$ cat config.mk
export PLATFORM = sky130hd
export DESIGN_NAME = ysyx_210544_cmt_queue
export DESIGN_NICKNAME = d
export VERILOG_FILES = /design/src/rtl/ysyx_210544_cmt_queue.sv
export SDC_FILE = /design/constraint.sdc
export NUM_CORES = 1
export LEC_CHECK = 0
export ABC_AREA = 1
export CAP_MARGIN = 20
export CORE_ASPECT_RATIO = 1.25
export CORE_UTILIZATION = 25
export DETAILED_ROUTE_END_ITERATION = 7
export RECOVER_POWER = 50
export SLEW_MARGIN = 25
export SYNTH_ARGS = -nofsm -noshare
export SYNTH_HDL_FRONTEND = slang
export SYNTH_SLANG_ARGS = --single-unit
$ cat constraint.sdc
create_clock -name clk -period 32.5 [get_ports clk]
set_input_delay 6.5 -clock clk [delete_from_list [all_inputs] [get_ports clk]]
set_output_delay 6.5 -clock clk [all_outputs]
set_load 0.1 [all_outputs]
$ cat src/rtl/ysyx_210544_cmt_queue.sv
// ysyx_210544_cmt_queue: commit FIFO between writeback and difftest with cycle/instret counters.
// Define CMT_TRAP_DETECT_EN to latch the first trap instruction seen at the head.
module ysyx_210544_cmt_queue #(
  parameter int DEPTH = 4,
  parameter int XLEN  = 64,
  parameter int ILEN  = 32
) (
  input  logic                       clk,
  input  logic                       rst,
  input  logic                       i_wb_req,
  output logic                       o_wb_ack,
  input  logic [4:0]                 i_wb_rd,
  input  logic                       i_wb_rd_wen,
  input  logic [XLEN-1:0]            i_wb_rd_wdata,
  input  logic [XLEN-1:0]            i_wb_pc,
  input  logic [ILEN-1:0]            i_wb_inst,
  input  logic                       i_wb_nocmt,
  input  logic                       i_wb_skipcmt,
  input  logic [31:0]                i_wb_intrNo,
  output logic                       o_cmt_valid,
  input  logic                       i_cmt_ready,
  output logic [4:0]                 o_cmt_rd,
  output logic                       o_cmt_rd_wen,
  output logic [XLEN-1:0]            o_cmt_rd_wdata,
  output logic [XLEN-1:0]            o_cmt_pc,
  output logic [ILEN-1:0]            o_cmt_inst,
  output logic                       o_cmt_skipcmt,
  output logic [31:0]                o_cmt_intrNo,
  output logic [$clog2(DEPTH):0]     o_cmt_count,
  output logic [63:0]                o_cycle_cnt,
  output logic [63:0]                o_instret_cnt,
  output logic                       o_trap,
  output logic [7:0]                 o_trap_code
);
  localparam int AW = $clog2(DEPTH);
  typedef struct packed {
    logic [4:0]      rd;
    logic            wen;
    logic [XLEN-1:0] wdata;
    logic [XLEN-1:0] pc;
    logic [ILEN-1:0] inst;
    logic            skip;
    logic [31:0]     intr;
  } ent_t;
  ent_t ram [DEPTH];
  ent_t head;
  logic [AW:0] wp, rp;
  logic empty, full, push, pop;
  assign empty       = wp == rp;
  assign full        = (wp[AW] != rp[AW]) && (wp[AW-1:0] == rp[AW-1:0]);
  assign o_wb_ack    = !full;
  assign o_cmt_valid = !empty;
  assign push        = i_wb_req && o_wb_ack && !i_wb_nocmt;
  assign pop         = o_cmt_valid && i_cmt_ready;
  assign o_cmt_count = wp - rp;
  // Gate the RAM read so head fields read as zero whenever nothing is held
  assign head           = empty ? '0 : ram[rp[AW-1:0]];
  assign o_cmt_rd       = head.rd;
  assign o_cmt_rd_wen   = head.wen;
  assign o_cmt_rd_wdata = head.wdata;
  assign o_cmt_pc       = head.pc;
  assign o_cmt_inst     = head.inst;
  assign o_cmt_skipcmt  = head.skip;
  assign o_cmt_intrNo   = head.intr;
  always_ff @(posedge clk)
    if (push) ram[wp[AW-1:0]] <= '{i_wb_rd, i_wb_rd_wen, i_wb_rd_wdata, i_wb_pc, i_wb_inst, i_wb_skipcmt, i_wb_intrNo};
  always_ff @(posedge clk or negedge rst)
    if (!rst) begin
      wp            <= '0;
      rp            <= '0;
      o_cycle_cnt   <= '0;
      o_instret_cnt <= '0;
    end else begin
      wp            <= wp + (AW+1)'(push);
      rp            <= rp + (AW+1)'(pop);
      o_cycle_cnt   <= o_cycle_cnt + 64'd1;
      o_instret_cnt <= o_instret_cnt + 64'(pop && !head.skip);
    end
`ifdef CMT_TRAP_DETECT_EN
  // First trap wins; the code stays sticky until reset
  always_ff @(posedge clk or negedge rst)
    if (!rst) begin
      o_trap      <= 1'b0;
      o_trap_code <= '0;
    end else if (pop && !o_trap && head.inst == ILEN'(32'h0000006b)) begin
      o_trap      <= 1'b1;
      o_trap_code <= head.wdata[7:0];
    end
`else
  assign o_trap      = 1'b0;
  assign o_trap_code = '0;
`endif
endmodule

Yosys cells after proc, flatten, opt, wreduce, memory -nomap -nowiden
Memory sizes are Yosys's and may differ from the RTL's.
Cells that the tools add are included.
Word-level totals
  register bits after elaboration: 134
  RAM bits: 796
  bits of input ports: 204
  output and inout port bits: 341
  word-level logic and storage cells: 25
  memories kept: 1
Cells by class
  add/subtract/negate cells: 5
  equality and inequality tests: 3
  muxes and demuxes: 3
  reductions and logical operators: 9
Memory list
  ram: words 4, bits a word 199, rd ports 1, clocked after memory_dff 0, write ports 1, line 45  | ent_t ram [DEPTH];
Operators by type and width (number)
  $mux W199: 1
  $add A64 B1 Y64: 1
  $add A64 B1 Y64 const B: 1
  $add A3 B1 Y3: 2
  $logic_and A1 B1 Y1: 5
  $logic_not A1 Y1: 4
  $eq A3 B3 Y1: 1
  $sub A3 B3 Y3: 1
  $eq A2 B2 Y1: 1
  $mux W1: 2
  $ne A1 B1 Y1: 1

Depth between registers and ports, before layout
Gate-level depths: netlist of the first run.
  depth after elaboration: 7
  depth in mapped cells: 19
  gate-level depth less buffers: 16

Least setup slack after synthesis of the first run
No wires, ideal clock.
  path kind: input to register
  from: in i_wb_req
  to: mem ram[1][0] (netlist bit), enable pin
  library setup time: 1004 ps
  arrival time: 20197 ps
  slack: 11300 ps
  stages: 4
  buffers on the path: 0
  path through: inv_1 -> nor2_1 -> nand2_1 -> nor3_1
Between the ends
  word-level cells in the longest chain between the ends: 4
Ends and longest elaborated chain
  start: declaration: line 10  | input logic i_wb_req,
  $logic_and A1 B1 Y1 (2 in series): line 53  | assign push = i_wb_req && o_wb_ack && !i_wb_nocmt;
  $mux W1: line 66  | if (push) ram[wp[AW-1:0]] <= '{i_wb_rd, i_wb_rd_wen, i_wb_rd_wdata, i_wb_pc, i_wb_inst, i_wb_skipcmt, i_wb_int ...
  $mux W1 (implied by the code): line 66
  end: declaration: line 45
Every way passes these cells.

==> impl_metrics.json, run 1 <==
{
  "synth_warnings": 0,
  "cpMostUsedCell": "clkbuf_1",
  "setup_violations": 0,
  "crit_type": "input pin to asynchronous set/reset pin",
  "drc": 0,
  "ys_seq_area_frac": 0.709,
  "critPathMaxStageDelay_ns": 3.86,
  "hold_viol_final": 0,
  "crit_fanout": 103,
  "grt_overflow_total": 0,
  "failed_checks": "capacitance limit, slew limit",
  "hold_ws_ns": 0.484,
  "vias": 27200,
  "cts_tree": "built",
  "startpoint_type": "input pin",
  "synth_area_leaders": "edfxtp_1 (62%), nor2_1 (9.9%), dfrtp_1 (8.7%)",
  "path_cells": "clkbuf_1 > clkbuf_1",
  "grt_pass1_wl_um": 174000,
  "yosysTopAreaCell": "edfxtp_1",
  "tightest_slew_ns": 5.62,
  "cts_buffers": 95,
  "layout_commonest_cell": "nor2_1",
  "final_nets": 4153,
  "viasPerCell": 4.48,
  "worstSkewPairLatency_ns": 0.73,
  "worst-endpoint-required_ns": 32.60,
  "fin_tns_setup_ns": 0,
  "cts_setup_buffers": 0,
  "dieArea_um2": 155000,
  "cts_resized": 0,
  "critPathCaptureType": "asynchronous set/reset pin",
  "drt_iter0_markers": 2190,
  "path_buf_inv": 2,
  "cts_num_sinks": 930,
  "drt_pass1_iterations": 6,
  "fin_crit_sh": 0.368,
  "ys_seq_elements": 930,
  "postCtsHoldBufs": 0,
  "hold_path.class": "flip-flop to flip-flop",
  "dpl.hpwl_um": 81700,
  "drtAntennaViolNets": 0,
  "fp.dieW_um": 353,
  "syn_area_um2": 38400,
  "crit_arrival_ns": 12.07,
  "cap_viol_max_count": 6,
  "grt_max_degree": 155,
  "syn_to_final_growth_pct": 27.0,
  "fin_crit_ns": 11.97,
  "antenna_found_initial": 73,
  "first_global_vias": 26100,
  "start_util": 0.252,
  "outcome": "complete, but fails checks",
  "critPathTopFamily": "buffers and inverters",
  "core_um2": 152000,
  "finalClockSkew_ns": 0.0626,
  "yosysTopAreaCellShare": 0.622,
  "dieHeight_um": 440,
  "synth.distinct_cells": 30,
  "rsz0062_at_grt": "false",
  "htree_levels": 3,
  "relSlewSlack": -2.74,
  "netlist_instances": 3426,
  "mostFrequentLayoutCells": "nor2_1 (1028), edfxtp_1 (796), nand2_1 (395), clkdlybuf4s50_1 (309), o21ai_0 (257)",
  "drive_gt1_frac": 0.0575,
  "slowest_stage": "clkbuf_1",
  "fin_util": 0.320,
  "syn_area_per_cell_um2": 11.2,
  "port_buffers": 535,
  "wl_per_cell_um": 19.8,
  "wirelength_um": 120000,
  "place.gp.congestion": 0.912,
  "track_usage": 0.150,
  "clk_path_buf_depth": 3,
  "io_pins": 545,
  "clkTransAtPathRegs_ns": 0.06,
  "rows": 160,
  "slew_violations": 228,
  "cts_root_buffer": "clkbuf_16",
  "max_freq_mhz": 83.5
}
## worst register-to-register path, cell delays in order (launching register included)
cell	delay, ns
dfrtp_4	0.67
inv_6	0.48
ha_1	0.35
nand3_1	0.19
nand2_1	0.16
nor3_1	0.23
clkbuf_1	1.47
buf_4	0.96
buf_4	0.82
## kinds of logic after synthesis
group | Yosys count | synth area share
adders and majority gates | 10 | 0.00345
AOI/OAI and AO/OA | 637 | 0.0830
buffers and inverters | 258 | 0.0296
xor gates and xnor gates | 66 | 0.0150
and+or+nand+nor | 1524 | 0.160
DFF | 930 | 0.709
other | 1 | 0.0000975
## layout make-up
| class | instances | area (um2) |
|---|---|---|
| timing repair buffer | 571 | 5540 |
| clock buffer | 113 | 2470 |
| inverter | 95 | 369 |
| multi-input combinational | 2246 | 9990 |
| antenna | 26 | 65.1 |
| sequential | 930 | 27300 |
| tap | 2025 | 2530 |
| fill | 15200 | 104000 |
| clock inverter | 59 | 576 |
## worst paths after layout
path                            startpoint                         to  slack (ns)  cells past startpoint
setup / recovery                       rst            rp[0]$_DFF_PN0_       20.53                      2
hold / removal             rp[2]$_DFF_PN0_            rp[2]$_DFF_PN0_        0.48                      1
setup reg to reg           rp[1]$_DFF_PN0_      ram[2][185]$_DFFE_PP_       26.79                      8
hold reg to reg            rp[2]$_DFF_PN0_            rp[2]$_DFF_PN0_        0.48                      1
max in group clk           rp[1]$_DFF_PN0_         o_cmt_rd_wdata[12]       20.59                      8
min in group asynchronous              rst  o_cycle_cnt[19]$_DFF_PN0_        7.88                      1
## per-layer routing
metal / part of all wire / global-route usage / up-vias
met5: 0.0035 / 0 / -
met4: 0.028 / 0.0474 / 70
met3: 0.088 / 0.0413 / 234
met2: 0.48 / 0.251 / 1101
met1: 0.40 / 0.188 / 13000
li1: - / - / 12800
## metrics by stage
step	worst slack, ns	std cells	cell area [um2]
after CTS	20.48	6038	48900
after floorplan	11.30	3434	38500
after detailed placement	21.27	5866	45800
final	20.53	6065	48800
after global placement	21.27	5866	45900
after global routing	19.36	6048	48800
## synthesized netlist by cell type, drive strengths merged
cell	count
clkbuf	70
nand3b	7
fa	1
edfxtp	796
nor3	6
conb	1
inv	95
o22ai	1
o21ai	438
buf	93
nand2	418
and2	1
a21oi	198
nand4	19
nand3	24
dfrtp	134
nor2	1049
xnor2	40
ha	9
xor2	26
## state kept, by name (all words and copies together), names as in the netlist
| register | cells |
|---|---|
| o_cycle_cnt | 64 |
| wp | 3 |
| ram | 796 |
| o_instret_cnt | 64 |
| rp | 3 |
Power of run 1 is left out: the tool's default activity adds up to more than one toggle a clock period on the data nets, which glitch-free logic cannot reach.
==> run 2, diff against run 1 <==
clock period = 9.72 ns   (was 32.5 ns; I/O delays follow)
==> run 2 against run 1 <==
Net effect:
- the flow still finishes with violations (capacitance limit, slew limit)
- critical path depth rose by 5
- hold slack improved by 0.010 ns
- wire length fell by 3.7%
- die area did not move
- clock skew fell by 0.041 ns
- first-iteration DRC count fell by 14%
- register-to-register slack got worse by 23 ns
- cell count barely moved
- largest cell class unchanged
- critical path type is now flip-flop to output pin
==> impl_metrics.json, run 2 (synthesis results as in run 1) <==
{
  "first_global_vias": 26300,
  "antenna_found_initial": 68,
  "worst-endpoint-required_ns": 7.78,
  "clk_path_buf_depth": 3,
  "worst_r2r_endpoint": "ram[2][139]$_DFFE_PP_",
  "critPathCaptureType": "output pin",
  "cts_root_buffer": "clkbuf_16",
  "worstSkewPairLatency_ns": 0.70,
  "grt_pass1_wl_um": 169000,
  "failed_checks": "capacitance limit, slew limit",
  "dieArea_um2": 155000,
  "drc": 0,
  "r2r-start": "rp[1]$_DFF_PN0_",
  "path_cells": "inv_8 > ha_1 > inv_1 > nor3_4 > clkbuf_1 > a21oi_1 > clkdlybuf4s50_1",
  "drive_gt1_frac": 0.0549,
  "slew_violations": 210,
  "hold_ws_ns": 0.494,
  "wl_per_cell_um": 19.0,
  "cts_buffers": 95,
  "grt.met2_usage": 0.239,
  "viasPerCell": 4.45,
  "fin_crit_ns": 7.67,
  "port_buffers": 535,
  "start_util": 0.252,
  "tightest_slew_ns": 4.31,
  "slowest_stage": "clkbuf_1",
  "reg2reg_depth": 7,
  "wirelength_um": 115000,
  "crit_type": "flip-flop to output pin",
  "core_um2": 152000,
  "layout_commonest_cell": "nor2_1",
  "max_freq_mhz": 130,
  "fin_crit_sh": 0.789,
  "setup.worst_path.start": "rp[1]$_DFF_PN0_",
  "syn_to_final_growth_pct": 27.5,
  "dieHeight_um": 440,
  "critPathMaxStageDelay_ns": 1.71,
  "hold_path.class": "flip-flop to flip-flop",
  "relSlewSlack": -1.87,
  "cts_tree": "built",
  "io_pins": 545,
  "mostFrequentLayoutCells": "nor2_1 (1027), edfxtp_1 (796), nand2_1 (397), clkdlybuf4s50_1 (321), o21ai_0 (255)",
  "place.gp.congestion": 0.914,
  "postCtsHoldBufs": 0,
  "setup_violations": 0,
  "crit_fanout": 72,
  "cap_viol_max_count": 5,
  "dpl.hpwl_um": 74300,
  "fin_util": 0.322,
  "hold_start": "rp[2]$_DFF_PN0_",
  "track_usage": 0.144,
  "rrSetupSlack_ns": 3.70,
  "fp.dieW_um": 353,
  "min_to": "rp[2]$_DFF_PN0_",
  "drt_pass1_iterations": 5,
  "grt_max_degree": 189,
  "finalClockSkew_ns": 0.0214,
  "clkTransAtPathRegs_ns": 0.06,
  "rows": 160,
  "hold_viol_final": 0,
  "final_nets": 4144,
  "grt.busiest_layer": "met2",
  "largest_reg_flops": 796,
  "grtUsageMet1": 0.178,
  "hold_depth": 1,
  "cts_setup_buffers": 0,
  "use_met3": 0.0383,
  "drtAntennaViolNets": 0,
  "cts_num_sinks": 930,
  "fillCellCount": 15200,
  "crit_arrival_ns": 5.73,
  "rsz0062_at_grt": "false",
  "outcome": "complete, but fails checks",
  "startpoint_type": "flip-flop",
  "htree_levels": 3,
  "cts_resized": 0,
  "drt_iter0_markers": 1875,
  "vias": 27000,
  "grt_overflow_total": 0
}
-- run 2: changes by cell type in the layout (fill, tap and decap cells not counted), moves of 5 or more --
cell	change
buf_4	-21
clkinv_1	-10
clkdlybuf4s50_1	+12
buf_2	-5
clkbuf_1	+7
buf_12	+8
-- run 2: layout make-up --
class | instances | area, um2 | share of cell area
inverters | 95 | 372 | 0.00758
well taps | 2025 | 2530 | 0.0517
clock inverters | 53 | 584 | 0.0119
repair buffers | 562 | 5620 | 0.115
clock buffers | 124 | 2570 | 0.0524
multi-input cells | 2246 | 10000 | 0.204
diodes | 29 | 72.6 | 0.00148
flip-flops and latches | 930 | 27300 | 0.556
-- run 2: worst max-delay path, delay by kind of cell, from the launching register on --
kind                       cells  cell delay (ns)
buffers and inverters          4             3.32
and+or+nand+nor                1             0.23
AOI/OAI and AO/OA              1             0.58
DFF                            1             0.63
adders and majority gates      1             0.24
-- run 2: per-stage QoR --
stage | cell area (um2) | setup WS (ns) | setup TNS (ns) | cells
3_3_place_gp | 46000 | 3.80 | 0 | 5857
6_report | 49000 | 2.05 | 0 | 6064
2_1_floorplan | 38500 | -0.826 | -657.10 | 3434
4_1_cts | 49100 | 2.98 | 0 | 6035
5_1_grt | 49000 | 1.69 | 0 | 6052
3_5_place_dp | 46000 | 3.79 | 0 | 5858
-- run 2: worst max-delay path by stage --
stage | slack (ns) | endpoint
floorplan | -0.83 | ram[2][0]$_DFFE_PP_
global placement | 3.80 | o_cmt_rd[0]
detailed placement | 3.79 | o_cmt_rd[0]
CTS | 2.98 | o_cmt_rd_wdata[52]
global route | 1.69 | o_cmt_pc[50]
finish | 2.05 | o_cmt_pc[50]
-- run 2: routing by layer --
layer	share of wire	routed length, um
met5	0.0029	336
met4	0.033	3820
met3	0.072	8350
met2	0.47	54700
met1	0.42	48300
Power of run 2 is left out for the same reason.
